## src/rtl/hand_bus_responder_if.sv

```systemverilog
// UART-side byte interface of the hand bus responder.
// slave: the responder's view (consumes rx bytes, drives tx bytes).
// master: the uart_rx/uart_tx side of the link.
interface hand_bus_responder_if;
  logic [7:0] rx_data;
  logic       rx_data_ready;
  logic [7:0] tx_data;
  logic       tx_transmit;
  logic       tx_active;

  modport slave (
    input  rx_data,
    input  rx_data_ready,
    input  tx_active,
    output tx_data,
    output tx_transmit
  );

  modport master (
    output rx_data,
    output rx_data_ready,
    output tx_active,
    input  tx_data,
    input  tx_transmit
  );
endinterface

```

## src/rtl/hand_bus_responder.sv

```systemverilog
// Slave-side icebus protocol engine for the hand board.
// Hunts for request/command headers, collects and CRC-checks frames, applies motor setpoints
// and answers status requests with a 39-byte response after a bus turnaround delay.
// Optional macro BROADCAST_ID_EN: commands to id 8'hFF are accepted by every board and
// requests to id 8'hFF are never answered.
module hand_bus_responder #(
  parameter int unsigned CLK_FREQ_HZ                 = 50_000_000,
  parameter logic [31:0] STATUS_REQUEST_HEADER       = 32'h1CE1CEBB,
  parameter logic [31:0] HAND_COMMAND_HEADER         = 32'h0DA5C0DE,
  parameter logic [31:0] HAND_STATUS_RESPONSE_HEADER = 32'hB16B00B5,
  parameter int unsigned TURNAROUND_CYCLES           = 500,
  parameter int unsigned BYTE_TIMEOUT_CYCLES         = 100_000
) (
  input  logic                    clk,
  input  logic                    reset,
  input  logic [7:0]              my_id,
  hand_bus_responder_if.slave     bus,
  input  logic signed [3:0][23:0] position,
  input  logic signed [3:0][15:0] current,
  output logic signed [3:0][23:0] setpoint,
  output logic                    setpoint_update,
  output logic [31:0]             frames_received,
  output logic [31:0]             crc_errors
);

  if (CLK_FREQ_HZ == 0 || TURNAROUND_CYCLES == 0) begin : g_bad_params
    $error("hand_bus_responder: CLK_FREQ_HZ and TURNAROUND_CYCLES must be nonzero");
  end

  typedef enum logic [2:0] {StHunt, StCollect, StCheck, StTurnaround, StCrcGen, StSend} state_e;

  // MSB-first CRC16, poly 0x8005, one byte per call.
  function automatic logic [15:0] crc16_byte(input logic [15:0] crc, input logic [7:0] data);
    logic [15:0] c;
    c = crc;
    for (int i = 7; i >= 0; i--) begin
      if (c[15] ^ data[i]) c = {c[14:0], 1'b0} ^ 16'h8005;
      else                 c = {c[14:0], 1'b0};
    end
    return c;
  endfunction

  // Byte k (0..32) of the 33-byte response payload, first byte in the top bits.
  function automatic logic [7:0] payload_byte(input logic [263:0] pl, input logic [5:0] k);
    logic [263:0] sh;
    sh = pl << {k, 3'b000};
    return sh[263:256];
  endfunction

  // Byte idx (0..38) of the full response frame.
  function automatic logic [7:0] resp_byte(input logic [5:0] idx, input logic [263:0] pl,
                                           input logic [15:0] crc);
    logic [31:0] hdr;
    logic [7:0]  b;
    hdr = HAND_STATUS_RESPONSE_HEADER << {idx[1:0], 3'b000};
    if (idx < 6'd4)        b = hdr[31:24];
    else if (idx < 6'd37)  b = payload_byte(pl, idx - 6'd4);
    else if (idx == 6'd37) b = crc[15:8];
    else                   b = crc[7:0];
    return b;
  endfunction

  state_e                 state_q, state_d;
  logic [31:0]            window_q, window_d;
  logic                   is_cmd_q, is_cmd_d;
  logic [3:0]             byte_cnt_q, byte_cnt_d;
  logic [15:0]            crc_q, crc_d;
  logic [15:0]            rx_crc_q, rx_crc_d;
  logic [103:0]           payload_q, payload_d;
  logic [31:0]            timer_q, timer_d;
  logic [263:0]           resp_q, resp_d;
  logic [5:0]             idx_q, idx_d;
  logic                   pending_q, pending_d;
  logic                   rx_ready_q, tx_active_q;
  logic [7:0]             tx_data_q, tx_data_d;
  logic                   tx_transmit_q, tx_transmit_d;
  logic [3:0][23:0]       setpoint_q, setpoint_d;
  logic                   setpoint_update_q, setpoint_update_d;
  logic [31:0]            frames_q, frames_d;
  logic [31:0]            crc_err_q, crc_err_d;

  logic        rx_new;
  logic        tx_done;
  logic [31:0] window_next;
  logic [3:0]  plen;
  logic [7:0]  rx_id;
  logic        rx_is_bcast;
  logic        accept;

  assign rx_new      = bus.rx_data_ready & ~rx_ready_q;
  assign tx_done     = tx_active_q & ~bus.tx_active;
  assign window_next = {window_q[23:0], bus.rx_data};
  assign plen        = is_cmd_q ? 4'd13 : 4'd1;
  // Commands shift 13 bytes in, so the id ends up at the top; a request leaves it at the bottom.
  assign rx_id       = is_cmd_q ? payload_q[103:96] : payload_q[7:0];

`ifdef BROADCAST_ID_EN
  assign rx_is_bcast = (rx_id == 8'hFF);
`else
  assign rx_is_bcast = 1'b0;
`endif

  // Broadcast requests are dropped so that several boards never answer at once.
  assign accept = is_cmd_q ? ((rx_id == my_id) || rx_is_bcast)
                           : ((rx_id == my_id) && !rx_is_bcast);

  // Next-state and output logic for the receive/respond sequencer.
  always_comb begin
    state_d           = state_q;
    window_d          = window_q;
    is_cmd_d          = is_cmd_q;
    byte_cnt_d        = byte_cnt_q;
    crc_d             = crc_q;
    rx_crc_d          = rx_crc_q;
    payload_d         = payload_q;
    timer_d           = timer_q;
    resp_d            = resp_q;
    idx_d             = idx_q;
    pending_d         = pending_q;
    tx_data_d         = tx_data_q;
    tx_transmit_d     = 1'b0;
    setpoint_d        = setpoint_q;
    setpoint_update_d = 1'b0;
    frames_d          = frames_q;
    crc_err_d         = crc_err_q;

    unique case (state_q)
      StHunt: begin
        if (rx_new) begin
          window_d = window_next;
          if (window_next == STATUS_REQUEST_HEADER || window_next == HAND_COMMAND_HEADER) begin
            is_cmd_d   = (window_next == HAND_COMMAND_HEADER);
            byte_cnt_d = '0;
            crc_d      = 16'hFFFF;
            timer_d    = '0;
            state_d    = StCollect;
          end
        end
      end

      StCollect: begin
        if (rx_new) begin
          timer_d    = '0;
          byte_cnt_d = byte_cnt_q + 4'd1;
          if (byte_cnt_q < plen) begin
            crc_d     = crc16_byte(crc_q, bus.rx_data);
            payload_d = {payload_q[95:0], bus.rx_data};
          end else begin
            rx_crc_d = {rx_crc_q[7:0], bus.rx_data};
          end
          if (byte_cnt_q + 4'd1 == plen + 4'd2) state_d = StCheck;
        end else if (timer_q >= BYTE_TIMEOUT_CYCLES) begin
          window_d = '0;
          state_d  = StHunt;
        end else begin
          timer_d = timer_q + 32'd1;
        end
      end

      StCheck: begin
        window_d = '0;
        state_d  = StHunt;
        if (crc_q != rx_crc_q) begin
          crc_err_d = crc_err_q + 32'd1;
        end else if (accept) begin
          frames_d = frames_q + 32'd1;
          if (is_cmd_q) begin
            setpoint_d[0]     = payload_q[95:72];
            setpoint_d[1]     = payload_q[71:48];
            setpoint_d[2]     = payload_q[47:24];
            setpoint_d[3]     = payload_q[23:0];
            setpoint_update_d = 1'b1;
          end else begin
            resp_d  = {my_id, position[0], position[1], position[2], position[3],
                       current[0], current[1], current[2], current[3],
                       setpoint_q[0], setpoint_q[1], setpoint_q[2], setpoint_q[3]};
            crc_d   = 16'hFFFF;
            timer_d = '0;
            state_d = StTurnaround;
          end
        end
      end

      StTurnaround: begin
        if (timer_q >= TURNAROUND_CYCLES - 1) begin
          idx_d   = '0;
          state_d = StCrcGen;
        end else begin
          timer_d = timer_q + 32'd1;
        end
      end

      // One payload byte per cycle: 33 cycles.
      StCrcGen: begin
        crc_d = crc16_byte(crc_q, payload_byte(resp_q, idx_q));
        if (idx_q == 6'd32) begin
          idx_d     = '0;
          pending_d = 1'b0;
          state_d   = StSend;
        end else begin
          idx_d = idx_q + 6'd1;
        end
      end

      StSend: begin
        if (pending_q && tx_done) begin
          pending_d = 1'b0;
          if (idx_q == 6'd38) begin
            window_d = '0;
            state_d  = StHunt;
          end else begin
            idx_d = idx_q + 6'd1;
          end
        end else if (!pending_q && !bus.tx_active) begin
          tx_transmit_d = 1'b1;
          tx_data_d     = resp_byte(idx_q, resp_q, crc_q);
          pending_d     = 1'b1;
        end
      end

      default: state_d = StHunt;
    endcase
  end

  // State and output registers; reset drops tx_transmit immediately.
  always_ff @(posedge clk or posedge reset) begin
    if (reset) begin
      state_q           <= StHunt;
      window_q          <= '0;
      is_cmd_q          <= 1'b0;
      byte_cnt_q        <= '0;
      crc_q             <= '0;
      rx_crc_q          <= '0;
      payload_q         <= '0;
      timer_q           <= '0;
      resp_q            <= '0;
      idx_q             <= '0;
      pending_q         <= 1'b0;
      rx_ready_q        <= 1'b0;
      tx_active_q       <= 1'b0;
      tx_data_q         <= '0;
      tx_transmit_q     <= 1'b0;
      setpoint_q        <= '0;
      setpoint_update_q <= 1'b0;
      frames_q          <= '0;
      crc_err_q         <= '0;
    end else begin
      state_q           <= state_d;
      window_q          <= window_d;
      is_cmd_q          <= is_cmd_d;
      byte_cnt_q        <= byte_cnt_d;
      crc_q             <= crc_d;
      rx_crc_q          <= rx_crc_d;
      payload_q         <= payload_d;
      timer_q           <= timer_d;
      resp_q            <= resp_d;
      idx_q             <= idx_d;
      pending_q         <= pending_d;
      rx_ready_q        <= bus.rx_data_ready;
      tx_active_q       <= bus.tx_active;
      tx_data_q         <= tx_data_d;
      tx_transmit_q     <= tx_transmit_d;
      setpoint_q        <= setpoint_d;
      setpoint_update_q <= setpoint_update_d;
      frames_q          <= frames_d;
      crc_err_q         <= crc_err_d;
    end
  end

  assign bus.tx_data      = tx_data_q;
  assign bus.tx_transmit  = tx_transmit_q;
  assign setpoint         = setpoint_q;
  assign setpoint_update  = setpoint_update_q;
  assign frames_received  = frames_q;
  assign crc_errors       = crc_err_q;

endmodule

```

## src/flat_wrapper.sv

```systemverilog
// flat-port wrapper written by rule: the top's interface ports become plain ports
module hand_bus_responder_flat 
#(
  parameter int unsigned CLK_FREQ_HZ                 = 50_000_000,
  parameter logic [31:0] STATUS_REQUEST_HEADER       = 32'h1CE1CEBB,
  parameter logic [31:0] HAND_COMMAND_HEADER         = 32'h0DA5C0DE,
  parameter logic [31:0] HAND_STATUS_RESPONSE_HEADER = 32'hB16B00B5,
  parameter int unsigned TURNAROUND_CYCLES           = 500,
  parameter int unsigned BYTE_TIMEOUT_CYCLES         = 100_000
)
  (clk, reset, my_id, position, current, setpoint, setpoint_update, frames_received, crc_errors, bus_rx_data, bus_rx_data_ready, bus_tx_active, bus_tx_data, bus_tx_transmit);
  hand_bus_responder_if bus_i ();
  input  logic clk;
  input  logic reset;
  input  logic [7:0] my_id;
  input  logic signed [3:0][23:0] position;
  input  logic signed [3:0][15:0] current;
  output logic signed [3:0][23:0] setpoint;
  output logic setpoint_update;
  output logic [31:0] frames_received;
  output logic [31:0] crc_errors;
  input wire logic [$bits(bus_i.rx_data)-1:0] bus_rx_data;
  input wire logic [$bits(bus_i.rx_data_ready)-1:0] bus_rx_data_ready;
  input wire logic [$bits(bus_i.tx_active)-1:0] bus_tx_active;
  output wire logic [$bits(bus_i.tx_data)-1:0] bus_tx_data;
  output wire logic [$bits(bus_i.tx_transmit)-1:0] bus_tx_transmit;
  assign bus_i.rx_data = bus_rx_data;
  assign bus_i.rx_data_ready = bus_rx_data_ready;
  assign bus_i.tx_active = bus_tx_active;
  assign bus_tx_data = bus_i.tx_data;
  assign bus_tx_transmit = bus_i.tx_transmit;
  hand_bus_responder #(.CLK_FREQ_HZ(CLK_FREQ_HZ), .STATUS_REQUEST_HEADER(STATUS_REQUEST_HEADER), .HAND_COMMAND_HEADER(HAND_COMMAND_HEADER), .HAND_STATUS_RESPONSE_HEADER(HAND_STATUS_RESPONSE_HEADER), .TURNAROUND_CYCLES(TURNAROUND_CYCLES), .BYTE_TIMEOUT_CYCLES(BYTE_TIMEOUT_CYCLES)) u_core (.clk(clk), .reset(reset), .my_id(my_id), .bus(bus_i), .position(position), .current(current), .setpoint(setpoint), .setpoint_update(setpoint_update), .frames_received(frames_received), .crc_errors(crc_errors));
endmodule
```

## config.mk

```make
export PLATFORM = sky130hd
export DESIGN_NAME = hand_bus_responder_flat
export DESIGN_NICKNAME = d
export VERILOG_FILES = /design/src/rtl/hand_bus_responder_if.sv /design/src/rtl/hand_bus_responder.sv /design/src/flat_wrapper.sv
export SDC_FILE = /design/constraint.sdc
export NUM_CORES = 1
export LEC_CHECK = 0
export ABC_CLOCK_PERIOD_IN_PS = 18240
export BUFFER_PORTS_ARGS = -buffer_cell sky130_fd_sc_hd__buf_2
export CAP_MARGIN = 40
export CORE_AREA = 3 3 261 263
export CTS_BUF_LIST = sky130_fd_sc_hd__clkbuf_8
export DETAILED_ROUTE_END_ITERATION = 6
export DIE_AREA = 0 0 264 266
export PLACE_DENSITY = 0.73
export RECOVER_POWER = 50
export SLEW_MARGIN = 0
export SYNTH_ARGS = -nofsm -noshare
export SYNTH_HDL_FRONTEND = slang
export SYNTH_SLANG_ARGS = --single-unit
```

## constraint.sdc

```tcl
create_clock -name clk -period 18.24 [get_ports clk]
set_input_delay 0.912 -clock clk [delete_from_list [all_inputs] [get_ports clk]]
set_output_delay 0.912 -clock clk [all_outputs]
set_load 0.005 [all_outputs]
```

After elaboration in Yosys (flattened, before gate mapping). Index checks and enable logic that the tools add are counted.

Divide/modulo/power cells: 0. Shift operators: 3. Eq/ne operators: 32. $lt $le $gt $ge: 5. Multiplexer cells: 105. Add/sub/neg operators: 7. Bitwise gates (word level): 39. Multiply operators: 0. Reduce and logical (&&, ||, !) cells: 27.

Operators with widths (count): 16-bit two-way mux (51); 264-bit by 9-bit left shift with 264-bit output (2); 32-bit two-way mux (8); 32-bit case mux with 4 select lines (1); 24-bit two-way mux (5); 32-bit by 1-bit adder with 32-bit output (second input constant) (3); 24-bit case mux with 4 select lines (1); 16-bit case mux with 4 select lines (1); 3-bit inverter (15); 3-bit two-way mux (11); 32-bit by 28-bit == test with 1-bit output (second input constant) (1); 32-bit by 29-bit == test with 1-bit output (second input constant) (1); 32-bit by 17-bit >= comparator with 1-bit output (second input constant) (1); 32-bit by 9-bit >= comparator with 1-bit output (second input constant) (1); 8-bit two-way mux (4); 32-bit by 5-bit left shift with 32-bit output (first input constant) (1); 6-bit two-way mux (4); 8-bit AND reduction (3); 2-bit by 1-bit inequality test with 1-bit output (second input constant) (10); 6-bit == test (second input constant) (3); 3-bit case mux with 6 select lines (1); 6-bit case mux with 3 select lines (1); 3-bit AND reduction (6); 4-bit two-way mux (4); other kinds (34) (79).

Bits in registers: 643. Bits in latches: 0. Bits in writable memories: 0. Memories kept: 0. Output and inout bits: 170. Word-level logic and storage cells: 240. Input port bits: 180. Memory bits (read-only): 0.

Longest topological paths before layout.
Word-level depth: 40. Mapped depth: 15. Gate-level depth less buffers: 10.

Worst setup path before layout. Ideal clock, no wire load.

Path kind: register to register. Start: register u_core.idx_q[1]. End: register u_core.tx_data_q[6] (netlist: u_core.bus.tx_data[6]). Data arrival time: 3.318 ns. Required time: 18.109 ns. Cell stages (with the launch flop): 14. Period minus slack after synthesis: 3.449 ns. Path slack: 14.791 ns. Library setup time: 0.131 ns. Cells stage by stage: dfrtp_1 > buf_6 > buf_2 > buf_6 > buf_2 > buf_1 > buf_2 > mux4_2 > mux4_2 > mux2_2 > a22oi_1 > a21oi_1 > a21oi_1 > o21ai_0.

Cells in the longest elaborated chain, start to end: 4. Elaborated cells between the ends (all ways): 9. Classes of those cells: add/sub: 1; order compare: 2; eq/ne: 1; shift: 2; mux: 3.

Ends and longest elaborated chain: start, declared (line hand_bus_responder.sv:72) `logic [5:0] idx_q, idx_d;`; start signal, assigned (line hand_bus_responder.sv:257) `idx_q <= idx_d;`; 6-bit by 3-bit subtractor with 6-bit output or 6-bit == test (tied branches) (line hand_bus_responder.sv:57, hand_bus_responder.sv:58); 264-bit by 9-bit left shift with 264-bit output or 8-bit two-way mux (tied branches) (line hand_bus_responder.sv:46, hand_bus_responder.sv:58); 8-bit two-way mux (line hand_bus_responder.sv:57) `else if (idx < 6'd37) b = payload_byte(pl, idx - 6'd4);`; 8-bit two-way mux * (line hand_bus_responder.sv:56) `if (idx < 6'd4) b = hdr[31:24];`; end signal, assigned (line hand_bus_responder.sv:261) `tx_data_q <= tx_data_d;`; end, declared (line hand_bus_responder.sv:75) `logic [7:0] tx_data_q, tx_data_d;`.

Every way passes the cells marked *; elsewhere a longest branch is shown, timed or not. A chain may end at the register's enable or synchronous reset.

==> results.txt <==
Routability Congestion -> 0.9211
Cells resized by post-CTS repair -> 0
Setup Fix Bufs, Post-CTS -> 0
Startpoint Class -> primary input
Worst path slowest cell -> clkbuf_1
Outcome -> finished with violations
Sequential share of the synthesized area -> 0.5431
Routed wire length -> 84390 um
Hold Crit Class -> in -> reg
Initial core utilization -> 0.4499
Pwr Total -> 3.755 mW
Root Buffer -> clkbuf_8
Leakage -> 16.88 nW
Post-synth ARST share -> 1.000
Post-Route Setup TNS -> 0 ps
Iter 0 DRT Violations -> 1850
Leading area contributor after synthesis -> dfrtp_1
Cts bufs inserted -> 103
P per Cell Area -> 109.3 mW/mm^2
DIE HEIGHT -> 266 um
Adder-cell share of the synthesized area -> 0.007179
Failing checks -> capacitance limit, slew limit
All-Layer GR Usage -> 0.2357
Area Growth Syn to Fin -> 15.98%
Number of nets in the layout -> 2951
CP Class -> in -> async
Die X -> 264 um
Compound-gate portion of the synthesized area -> 0.04096
Number of synthesized flops with an enable pin -> 0
Number of routed nets with antenna violations -> 0
Post-synthesis mux area share -> 0.2471
Setup violators final -> 0
Pre-antenna DRT Iters -> 5
Remaining Overflow, GRT -> 0
Crit-path cells -> buf_2, clkinvlp_2, clkbuf_1
Synth cell types -> 64
Core ar. -> 0.06586 mm^2
Routed via count -> 21.03k
Clk_lat worst skew -> 730 ps
Row count -> 94
CTS Sinks -> 643
First-pass GRT wire length -> 128500 um
I/O Buffers -> 349
Ys flop type -> dfrtp_1
Syn nets -> 2584
YS warnings -> 0
Slew HR -> -5.115
Buffers & Inverters on Critical Path -> 3
DP Wirelength -> 61970 um
Crit path max-delay family -> buffers and inverters
Synth top area cells -> dfrtp_1 54%, mux2_2 15%, mux4_2 8.1%
Setup Skew -> 51.60 ps
XOR/XNOR Fraction of Synth Area -> 0.03974
Mean routed wirelength per cell -> 22.71 um
Worst-Margin Slew -> 9173 ps
TritonCTS clock tree -> yes
Initial antenna violation count -> 20
Peak supply drop -> 0.00008033 V
RSZ-0062 raised after global routing -> no
Worst path max stage delay -> 6410 ps
Via density -> 5.659
FF+latch count, synth -> 643
Data arrival, critical path -> 8490 ps
Final min period -> 9984 ps
Pin count of the biggest net entering global routing -> 177
Avg Cell Area, Syn -> 12.41 um^2
Most common cell in the synthesized netlist -> dfrtp_1
Post-Synth Simple-Gate Area -> 0.1000
Slew Limit Fails -> 533
IO Count -> 350
Post-route DRC -> 0
Clock-pin slew on the worst setup and hold paths -> 60 ps
Cell Area, Synth -> 0.02963 mm^2
Max Fclk -> 0.1002 GHz
Largest family of logic cells by synthesized area -> multiplexers
H-tree level count -> 3
Cts hold-fix bufs -> 0
Final Cycle Share -> 0.5474
Worst Path Required -> 16740 ps
MaxCap Viol Count -> 7
Clock Path Buffers -> 3
Crit Path Max Fanout -> 176
Synth top area share -> 0.5431
DIE AREA -> 0.07022 mm^2
Vias in the first global route -> 21.70k
Top post-synthesis cells by count -> 643 x dfrtp_1, 430 x nand2_1, 403 x mux2_2
Final Hold Viols -> 0
Mapped Cells -> 2387
Layout cell share with drive strength beyond 1 -> 0.3290
Critical Path End Type -> asynchronous set/reset pin
-- cells in the final DEF, fill, tap and decap left out, types with 4 or more instances in the layout --
cell	n
nand4_1	23
nand2_1	428
clkbuf_1	135
or3_1	5
nor3_1	19
o221ai_1	4
buf_16	4
inv_1	56
dfrtp_1	640
a22oi_1	8
clkinv_2	11
nand2b_1	6
mux4_2	106
o31ai_1	5
diode_2	16
and3_1	23
xnor2_1	99
nor4_1	12
and2_1	6
o21ai_0	75
ha_1	17
a21o_1	7
o22ai_1	4
a31oi_1	11
mux2_2	403
a221oi_1	7
and4_1	6
xor2_1	31
nor2_1	108
buf_2	224
a21oi_1	52
nor2b_1	9
clkbuf_8	138
buf_4	18
mux2i_1	37
o211ai_1	4
nand3_1	36
-- registers in the layout (all words and copies together) (netlist names) --
register and flops:
u_core.crc_q 16, u_core.crc_errors 32, u_core.payload_q 104, u_core.bus.tx_transmit 1
u_core.tx_active_q 1, u_core.setpoint 96, u_core.state_q 3, u_core.rx_ready_q 1
u_core.bus.tx_data 8, u_core.rx_crc_q 16, u_core.is_cmd_q 1, u_core.timer_q 32
u_core.idx_q 6, u_core.resp_q 264, u_core.setpoint_update 1, u_core.byte_cnt_q 4
u_core.pending_q 1, u_core.window_q 24, u_core.frames_received 32
-- worst register-to-register path, cell delays in order (launching register included) --
cell and delay, ps:
dfrtp_1 900, mux2i_1 300, xnor2_1 160, nor4_1 490, nand4_1 370, nor2_4 770, buf_4 560, buf_12 310
buf_4 580, buf_12 320, mux2_2 410
-- worst paths after layout --
| kind | slack, ps | start | depth (start not counted) | to |
|---|---|---|---|---|
| max | 8260 | reset | 3 | u_core.setpoint[7]$_DFFE_PP0P_ |
| min | 370 | bus_rx_data_ready | 1 | u_core.rx_ready_q$_DFF_PP0_ |
| max reg2reg | 12960 | u_core.is_cmd_q$_DFFE_PP0P_ | 10 | u_core.resp_q[154]$_DFFE_PP0P_ |
| min reg2reg | 480 | u_core.window_q[18]$_DFFE_PP0P_ | 2 | u_core.window_q[18]$_DFFE_PP0P_ |
| max in group clk | 12960 | u_core.is_cmd_q$_DFFE_PP0P_ | 10 | u_core.resp_q[154]$_DFFE_PP0P_ |
| min in group asynchronous | 570 | reset | 2 | u_core.rx_crc_q[8]$_DFFE_PP0P_ |
-- per-layer routing --
metal / up-vias / part of all wire / global-route usage
met5: - / 0.00050 / 0
met4: 6 / 0.043 / 0.1070
met3: 200 / 0.079 / 0.05901
met2: 879 / 0.48 / 0.3759
met1: 10760 / 0.40 / 0.3061
li1: 9187 / - / -
-- cell type report --
type,count,area [um^2]
flip-flops and latches,643,16100
multi-input cells,1590,12910
well taps,864,1081
fillers,5639,31500
repair buffers,385,1939
clock inverters,49,276.5
inverters,31,117.6
clock buffers,138,1899
diodes,16,40.04
-- kinds of logic (layout without fill, tap and decap cells) --
| logic type | count (synthesis) | count (layout) |
|---|---|---|
| muxes | 547 | 547 |
| DFF | 643 | 643 |
| and+or+nand+nor | 694 | 694 |
| buffers and inverters | 154 | 603 |
| xor gates and xnor gates | 132 | 132 |
| adders and majority gates | 17 | 17 |
| AOI/OAI and AO/OA | 200 | 200 |
| other | 0 | 16 |
-- power by group --
part           switching (mW)  internal, mW  leakage, nW
clock network           0.589         0.681         1.24
logic                   0.502         0.350         6.76
registers               0.123          1.51         8.87
total                    1.21          2.54         16.9
-- through the flow --
| stage | hold WS (ps) | utilization | area [um^2] | setup slack (ps) | instances |
|---|---|---|---|---|---|
| 6_report | 365.2 | 0.5218 | 34370 | 8256 | 3716 |
| 2_1_floorplan | 449.7 | - | 29630 | 8543 | 2387 |
| 5_1_grt | 317.6 | 0.5217 | 34360 | 6539 | 3713 |
| 4_1_cts | 284.0 | 0.5256 | 34610 | 13040 | 3700 |
| 3_3_place_gp | 456.2 | 0.4882 | 32150 | 13030 | 3501 |
| 3_5_place_dp | 466.6 | 0.4925 | 32440 | 13030 | 3513 |
Note: power is estimated with default switching activity, not from simulation.
